--- config.mk ---
export PLATFORM = sky130hd
export DESIGN_NAME = serial_shift_out
export DESIGN_NICKNAME = d
export VERILOG_FILES = /design/src/rtl/serial_out_pkg.sv /design/src/rtl/sclk_phase_gen.sv /design/src/rtl/serial_shift_out.sv
export SDC_FILE = /design/constraint.sdc
export NUM_CORES = 1
export LEC_CHECK = 0
export ABC_AREA = 1
export BUFFER_PORTS_ARGS = -buffer_cell sky130_fd_sc_hd__buf_2
export CAP_MARGIN = 20
export CORE_AREA = 2 2 72 74
export CTS_BUF_LIST = sky130_fd_sc_hd__clkbuf_8
export CTS_CLUSTER_SIZE = 25
export DETAILED_ROUTE_END_ITERATION = 6
export DIE_AREA = 0 0 74 76
export GPL_TIMING_DRIVEN = 1
export PLACE_DENSITY = 0.7
export SLEW_MARGIN = 30
export SYNTH_ARGS = -nofsm -noshare
export SYNTH_HDL_FRONTEND = slang
export SYNTH_SLANG_ARGS = --single-unit
--- constraint.sdc ---
create_clock -name clk -period 1.62 [get_ports clk]
set_input_delay 0.324 -clock clk [delete_from_list [all_inputs] [get_ports clk]]
set_output_delay 0.324 -clock clk [all_outputs]
set_load 0.02 [all_outputs]
--- src/rtl/serial_out_pkg.sv ---
// ---------------------------------------------------------------------------
// serial_out_pkg
// Shared definitions for the parallel-to-serial output stage:
//   - state_t       : transfer FSM states
//   - phase_cnt_w() : width of the sclk half-period phase counter (min 1)
//   - bit_cnt_w()   : width of the bits-remaining counter (holds 0..WIDTH)
// ---------------------------------------------------------------------------
package serial_out_pkg;

  typedef enum logic [2:0] {
    ST_IDLE  = 3'd0,
    ST_LOW   = 3'd1,
    ST_HIGH  = 3'd2,
    ST_LATCH = 3'd3,
    ST_FIN   = 3'd4
  } state_t;

  // $clog2(1) is 0, so a divide-by-1 or divide-by-2 counter still gets one bit.
  function automatic int phase_cnt_w(input int div);
    return (div <= 2) ? 1 : $clog2(div);
  endfunction

  // Must represent WIDTH itself, hence WIDTH+1 values.
  function automatic int bit_cnt_w(input int width);
    return $clog2(width + 1);
  endfunction

endpackage

--- src/rtl/sclk_phase_gen.sv ---
// ---------------------------------------------------------------------------
// sclk_phase_gen
// Counts clk cycles within one sclk half-period (0..DIV-1) and flags the
// last cycle of the half-period.
// Ports:
//   clk   in  system clock
//   rst   in  synchronous active-high reset
//   clear in  hold the counter at phase 0 (driven while the FSM is idle)
//   tick  out high during the final phase cycle (phase == DIV-1)
// ---------------------------------------------------------------------------
module sclk_phase_gen
  import serial_out_pkg::*;
#(
  parameter int DIV = 2
) (
  input  logic clk,
  input  logic rst,
  input  logic clear,
  output logic tick
);

  localparam int PW = phase_cnt_w(DIV);
  localparam logic [PW-1:0] LAST = PW'(DIV - 1);

  logic [PW-1:0] r_phase;
  logic          w_last;

  assign w_last = (r_phase == LAST);
  assign tick   = w_last;

  // Wrapping on the last phase doubles as the clear at every LOW/HIGH/LATCH
  // state change, since those changes only ever happen on a tick.
  always_ff @(posedge clk) begin
    if (rst || clear) begin
      r_phase <= '0;
    end else if (w_last) begin
      r_phase <= '0;
    end else begin
      r_phase <= r_phase + PW'(1);
    end
  end

endmodule

--- src/rtl/serial_shift_out.sv ---
// ---------------------------------------------------------------------------
// serial_shift_out
// Parallel-to-serial output stage for a shift-register LED/segment chain.
// A start request captures PData; the word is shifted out on sdata/sclk
// (downstream samples on sclk rising edge), then latch is pulsed for one
// sclk half-period and done pulses for one clk cycle.
// Parameters:
//   WIDTH     bits per transfer (>= 2)
//   DIV       clk cycles per sclk half-period (>= 1)
//   MSB_FIRST 1 = MSB first, 0 = LSB first
// Ports:
//   clk   in            system clock, rising edge
//   rst   in            synchronous active-high reset
//   start in            transfer request (accepted in IDLE or FIN only)
//   PData in  [WIDTH]   word captured on an accepted start
//   busy  out           transfer in progress (LOW/HIGH/LATCH)
//   done  out           one-cycle end-of-transfer pulse
//   sdata out           serial data
//   sclk  out           serial clock
//   latch out           parallel-load strobe for the downstream chain
// All outputs are registered.
// ---------------------------------------------------------------------------
module serial_shift_out
  import serial_out_pkg::*;
#(
  parameter int WIDTH     = 32,
  parameter int DIV       = 2,
  parameter int MSB_FIRST = 1
) (
  input  logic             clk,
  input  logic             rst,
  input  logic             start,
  input  logic [WIDTH-1:0] PData,
  output logic             busy,
  output logic             done,
  output logic             sdata,
  output logic             sclk,
  output logic             latch
);

  localparam int BW = bit_cnt_w(WIDTH);
  localparam logic [BW-1:0] BITS_INIT = BW'(WIDTH);

  // Bit presented on sdata: the end of the shift register nearest the output.
  function automatic logic head_bit(input logic [WIDTH-1:0] w);
    if (MSB_FIRST != 0) begin
      return w[WIDTH-1];
    end else begin
      return w[0];
    end
  endfunction

  // Move the next bit into the head position, zero filling behind it.
  function automatic logic [WIDTH-1:0] shift_toward_head(input logic [WIDTH-1:0] w);
    if (MSB_FIRST != 0) begin
      return {w[WIDTH-2:0], 1'b0};
    end else begin
      return {1'b0, w[WIDTH-1:1]};
    end
  endfunction

  state_t           r_state;
  logic [WIDTH-1:0] r_shreg;
  logic [BW-1:0]    r_bitcnt;
  logic             r_busy;
  logic             r_done;
  logic             r_sdata;
  logic             r_sclk;
  logic             r_latch;

  logic             w_tick;
  logic             w_phase_clr;
  logic             w_accept;
  logic [WIDTH-1:0] w_shifted;

  // Phase counter sits at 0 whenever no half-period is being timed, so the
  // first LOW phase after a capture always lasts exactly DIV cycles.
  assign w_phase_clr = (r_state == ST_IDLE) || (r_state == ST_FIN);

  // FIN accepts start as well as IDLE, giving back-to-back transfers.
  assign w_accept  = start && ((r_state == ST_IDLE) || (r_state == ST_FIN));
  assign w_shifted = shift_toward_head(r_shreg);

  sclk_phase_gen #(
    .DIV (DIV)
  ) u_phase (
    .clk   (clk),
    .rst   (rst),
    .clear (w_phase_clr),
    .tick  (w_tick)
  );

  always_ff @(posedge clk) begin
    if (rst) begin
      r_state  <= ST_IDLE;
      r_shreg  <= '0;
      r_bitcnt <= '0;
      r_busy   <= 1'b0;
      r_done   <= 1'b0;
      r_sdata  <= 1'b0;
      r_sclk   <= 1'b0;
      r_latch  <= 1'b0;
    end else begin
      r_done <= 1'b0;

      if (w_accept) begin
        // Outputs are registered, so the first data bit is driven from
        // PData directly to be valid in the first LOW cycle.
        r_state  <= ST_LOW;
        r_shreg  <= PData;
        r_bitcnt <= BITS_INIT;
        r_busy   <= 1'b1;
        r_sdata  <= head_bit(PData);
        r_sclk   <= 1'b0;
        r_latch  <= 1'b0;
      end else begin
        case (r_state)
          ST_IDLE: begin
            r_busy  <= 1'b0;
            r_sclk  <= 1'b0;
            r_latch <= 1'b0;
          end

          ST_LOW: begin
            if (w_tick) begin
              r_state <= ST_HIGH;
              r_sclk  <= 1'b1;
            end
          end

          ST_HIGH: begin
            if (w_tick) begin
              r_shreg  <= w_shifted;
              r_bitcnt <= r_bitcnt - BW'(1);
              r_sclk   <= 1'b0;
              // Exit on the count reaching 1, never relying on a wrap to 0.
              if (r_bitcnt == BW'(1)) begin
                r_state <= ST_LATCH;
                r_latch <= 1'b1;
                r_sdata <= 1'b0;
              end else begin
                r_state <= ST_LOW;
                r_sdata <= head_bit(w_shifted);
              end
            end
          end

          ST_LATCH: begin
            if (w_tick) begin
              r_state <= ST_FIN;
              r_latch <= 1'b0;
              r_busy  <= 1'b0;
              r_done  <= 1'b1;
            end
          end

          ST_FIN: begin
            r_state <= ST_IDLE;
          end

          default: begin
            r_state <= ST_IDLE;
            r_busy  <= 1'b0;
            r_sdata <= 1'b0;
            r_sclk  <= 1'b0;
            r_latch <= 1'b0;
          end
        endcase
      end
    end
  end

  assign busy  = r_busy;
  assign done  = r_done;
  assign sdata = r_sdata;
  assign sclk  = r_sclk;
  assign latch = r_latch;

endmodule

==> impl_metrics.ini <==
[critical_path]
crit_path_max_incr_delay_ns = 0.44
rrSetupSlack_ns = 0.13
slowest_stage = dfxtp_1
cp.required_ns = 1.82
startpoint_type = register
path_class = register to register
cp-startpoint = r_state[0]$_SDFFE_PP0P_
crit_path_frequent_cell = nor2_1
crit_chain = inv_1 -> nand3_2 -> nor2_4 -> nor2_8 -> inv_8 -> nor2_1 -> nor2_1
critical_path_arrival_ns = 1.69
r2r_end = r_shreg[15]$_SDFFE_PP0P_
critPathCaptureType = register
reg2reg_from = r_state[0]$_SDFFE_PP0P_
worstPathMaxFanout = 30
reg2regPathDepth = 7
endpoint = r_shreg[15]$_SDFFE_PP0P_

[route]
post_drt_wl_per_cell_um = 10.60
vias_per_cell = 4.747
vias = 2103
drt-pass1-iter-count = 4
drc = 0
ant_nets = 0
drt-total-wl_um = 4695
first_iter_violations = 133

[grt]
grt_pass1_wl_um = 7783
use_met3_pct = 4.101
grt_use_met2_pct = 26.16
antenna_found_initial = 0
busiest_layer = met2
grt_max_degree = 34
grt_pass1_vias = 1776
grt_usage_pct = 17.30
grt_overflow = 0
grtUsageMet1_pct = 23.69

[logic_synthesis]
postSynthAreaPerCell_um2 = 6.870
syn_nets = 375
ys_seq_area_share_pct = 39.66
ys_ff_latch = 46
synth_area_mm2 = 0.002322
yosys_warnings = 0
syn_inst = 338
synth_cell_type_count = 28

[sta]
worst_pin_slew_ns = 0.4383
setup-violations-final = 0
rsz0062_at_grt = false
finalHoldViolCount = 0
setup_tns_ns = 0
period_needed_ns = 1.489
fmax_mhz = 671.4
drv_slew = 0
skew_ns = 0.006521
period_share_pct = 91.94
slew_headroom_pct = 70.71

[place]
place_inst = 435
portBuffers = 39
hpwl_um = 3053
routabilityCongestion = 0.8476

[final_layout]
syn_to_final_growth_pct = 12.93
multi_input_area_mm2 = 0.001182
num_antenna_cells = 0
fillers = 530
final_cell_mix = nand2_1, nor2_1, dfxtp_1
seq_area_um2 = 922.1
nNetsFinal = 410
drive_gt1_share_pct = 21.72
final_common_cell = nand2_1
post_layout_nonfiller_instances = 443

[clocking]
cts.sinks = 46
htree_levels = 2
clockRootBuffer = clkbuf_8
cts_max_path_buffers = 2
insertion_delay_ns = 0.30
holdBufCountCts = 0
tritoncts = done
clk_pin_slew_ns = 0.08
numCtsBuffers = 5

[power]
p_leak_nw = 1.243
ir_drop_mv = 0.6306
finalPower_mw = 2.552
power_density_mw_per_mm2 = 973.2

[min_path]
holdCritPathClass = input pin to register

[floorplan]
core_mm2 = 0.004912
boundaryPins = 40
die_area_mm2 = 0.005624
rows = 26
die_h_um = 76
die_w_um = 74
start_util_pct = 47.27

[flow_run]
maxCapViolCount = 0

[run_status]
status = completed
==> cells in the mapped netlist <==
master	count	area [um2]
buf_1	1	3.750
o21ai_1	30	150.1
inv_1	16	60.06
buf_2	3	15.01
nor2_2	20	125.1
o21ai_0	9	45.04
o21bai_1	1	7.510
a31oi_1	1	6.260
buf_4	3	22.52
ha_1	2	25.02
buf_6	5	56.30
dfxtp_1	46	920.9
inv_4	1	6.260
buf_12	2	40.04
clkbuf_1	2	7.510
nand4_1	2	12.51
nand3_1	13	65.06
inv_2	2	7.510
nor3_1	1	5.000
a21oi_1	12	60.06
nor4_1	2	12.51
nand3_2	1	10.01
nor2_1	46	172.7
inv_8	1	11.26
nand2_4	1	11.26
nand2_1	112	420.4
nor2_4	2	22.52
nor2_8	1	20.02
==> flip-flops by register name (all words and copies together), names as in the netlist <==
name	cells
r_shreg	31
r_bitcnt	6
r_state	3
busy	1
done	1
latch	1
sclk	1
sdata	1
u_phase.tick	1
==> report_power, final <==
group          internal (mW)  switching (mW)  total (mW)  leakage [nW]
registers               1.21          0.0488        1.26         0.379
logic                  0.163           0.253       0.416         0.807
clock network          0.494           0.384       0.878        0.0573
==> critical path, delay by kind of cell (launching register included) <==
kind,cells,cell delay (ns)
buffers and inverters,2,0.25
flip-flops,1,0.44
AND/OR/NAND/NOR,5,0.69
==> kinds of logic (layout without fill, tap and decap cells) <==
kind of cell,Yosys count,count (layout),synth area share (%)
simple gates,201,202,37.77
buf+inv,36,70,9.914
fa+ha+maj,2,2,1.077
flops,46,46,39.66
compound gates,53,53,11.58
==> timing repair <==
item | 4_1_cts | 5_1_grt
endpoints found under the hold margin | 0 | 0
setup endpoints to repair | 0 | 34
resized for setup | 0 | 3
buffers inserted | 0 | 0
==> routing by layer <==
layer | part of all wire, % | vias up
met4 | 1.5 | 0
li1 | - | 1137
met5 | 0 | -
met3 | 5.4 | 6
met2 | 43 | 44
met1 | 50 | 916
==> stage by stage <==
| step | hold slack, ns | util [%] | setup slack [ns] | area (um2) |
|---|---|---|---|---|
| after floorplan | 0.3931 | - | 0.3681 | 2322 |
| after global placement | 0.4581 | 50.69 | 0.05072 | 2490 |
| after detailed placement | 0.4607 | 50.69 | 0.03309 | 2490 |
| after CTS | 0.2669 | 52.98 | 0.007608 | 2603 |
| after global routing | 0.2817 | 53.39 | 0.01647 | 2623 |
| final | 0.2743 | 53.39 | 0.1305 | 2623 |
==> final cells by class <==
cell class              count  area share (%)
clock buffers               6           3.149
clock inverters             1           1.145
repair buffers             43           8.874
inverters                  20           3.244
well taps                  70           3.340
flip-flops and latches     46           35.16
multi-input cells         257           45.09
==> worst min-delay path by stage <==
| stage | startpoint | endpoint | cells past startpoint |
|---|---|---|---|
| detailed placement | latch$_SDFFE_PP0P_ | latch$_SDFFE_PP0P_ | 2 |
| global route | PData[0] | r_shreg[0]$_SDFFE_PP0P_ | 3 |
| floorplan | rst | busy$_SDFFE_PP0P_ | 1 |
| finish | PData[0] | r_shreg[0]$_SDFFE_PP0P_ | 3 |
| CTS | PData[0] | r_shreg[0]$_SDFFE_PP0P_ | 3 |
| global placement | latch$_SDFFE_PP0P_ | latch$_SDFFE_PP0P_ | 2 |
Note: power is estimated with default switching activity, not from simulation.
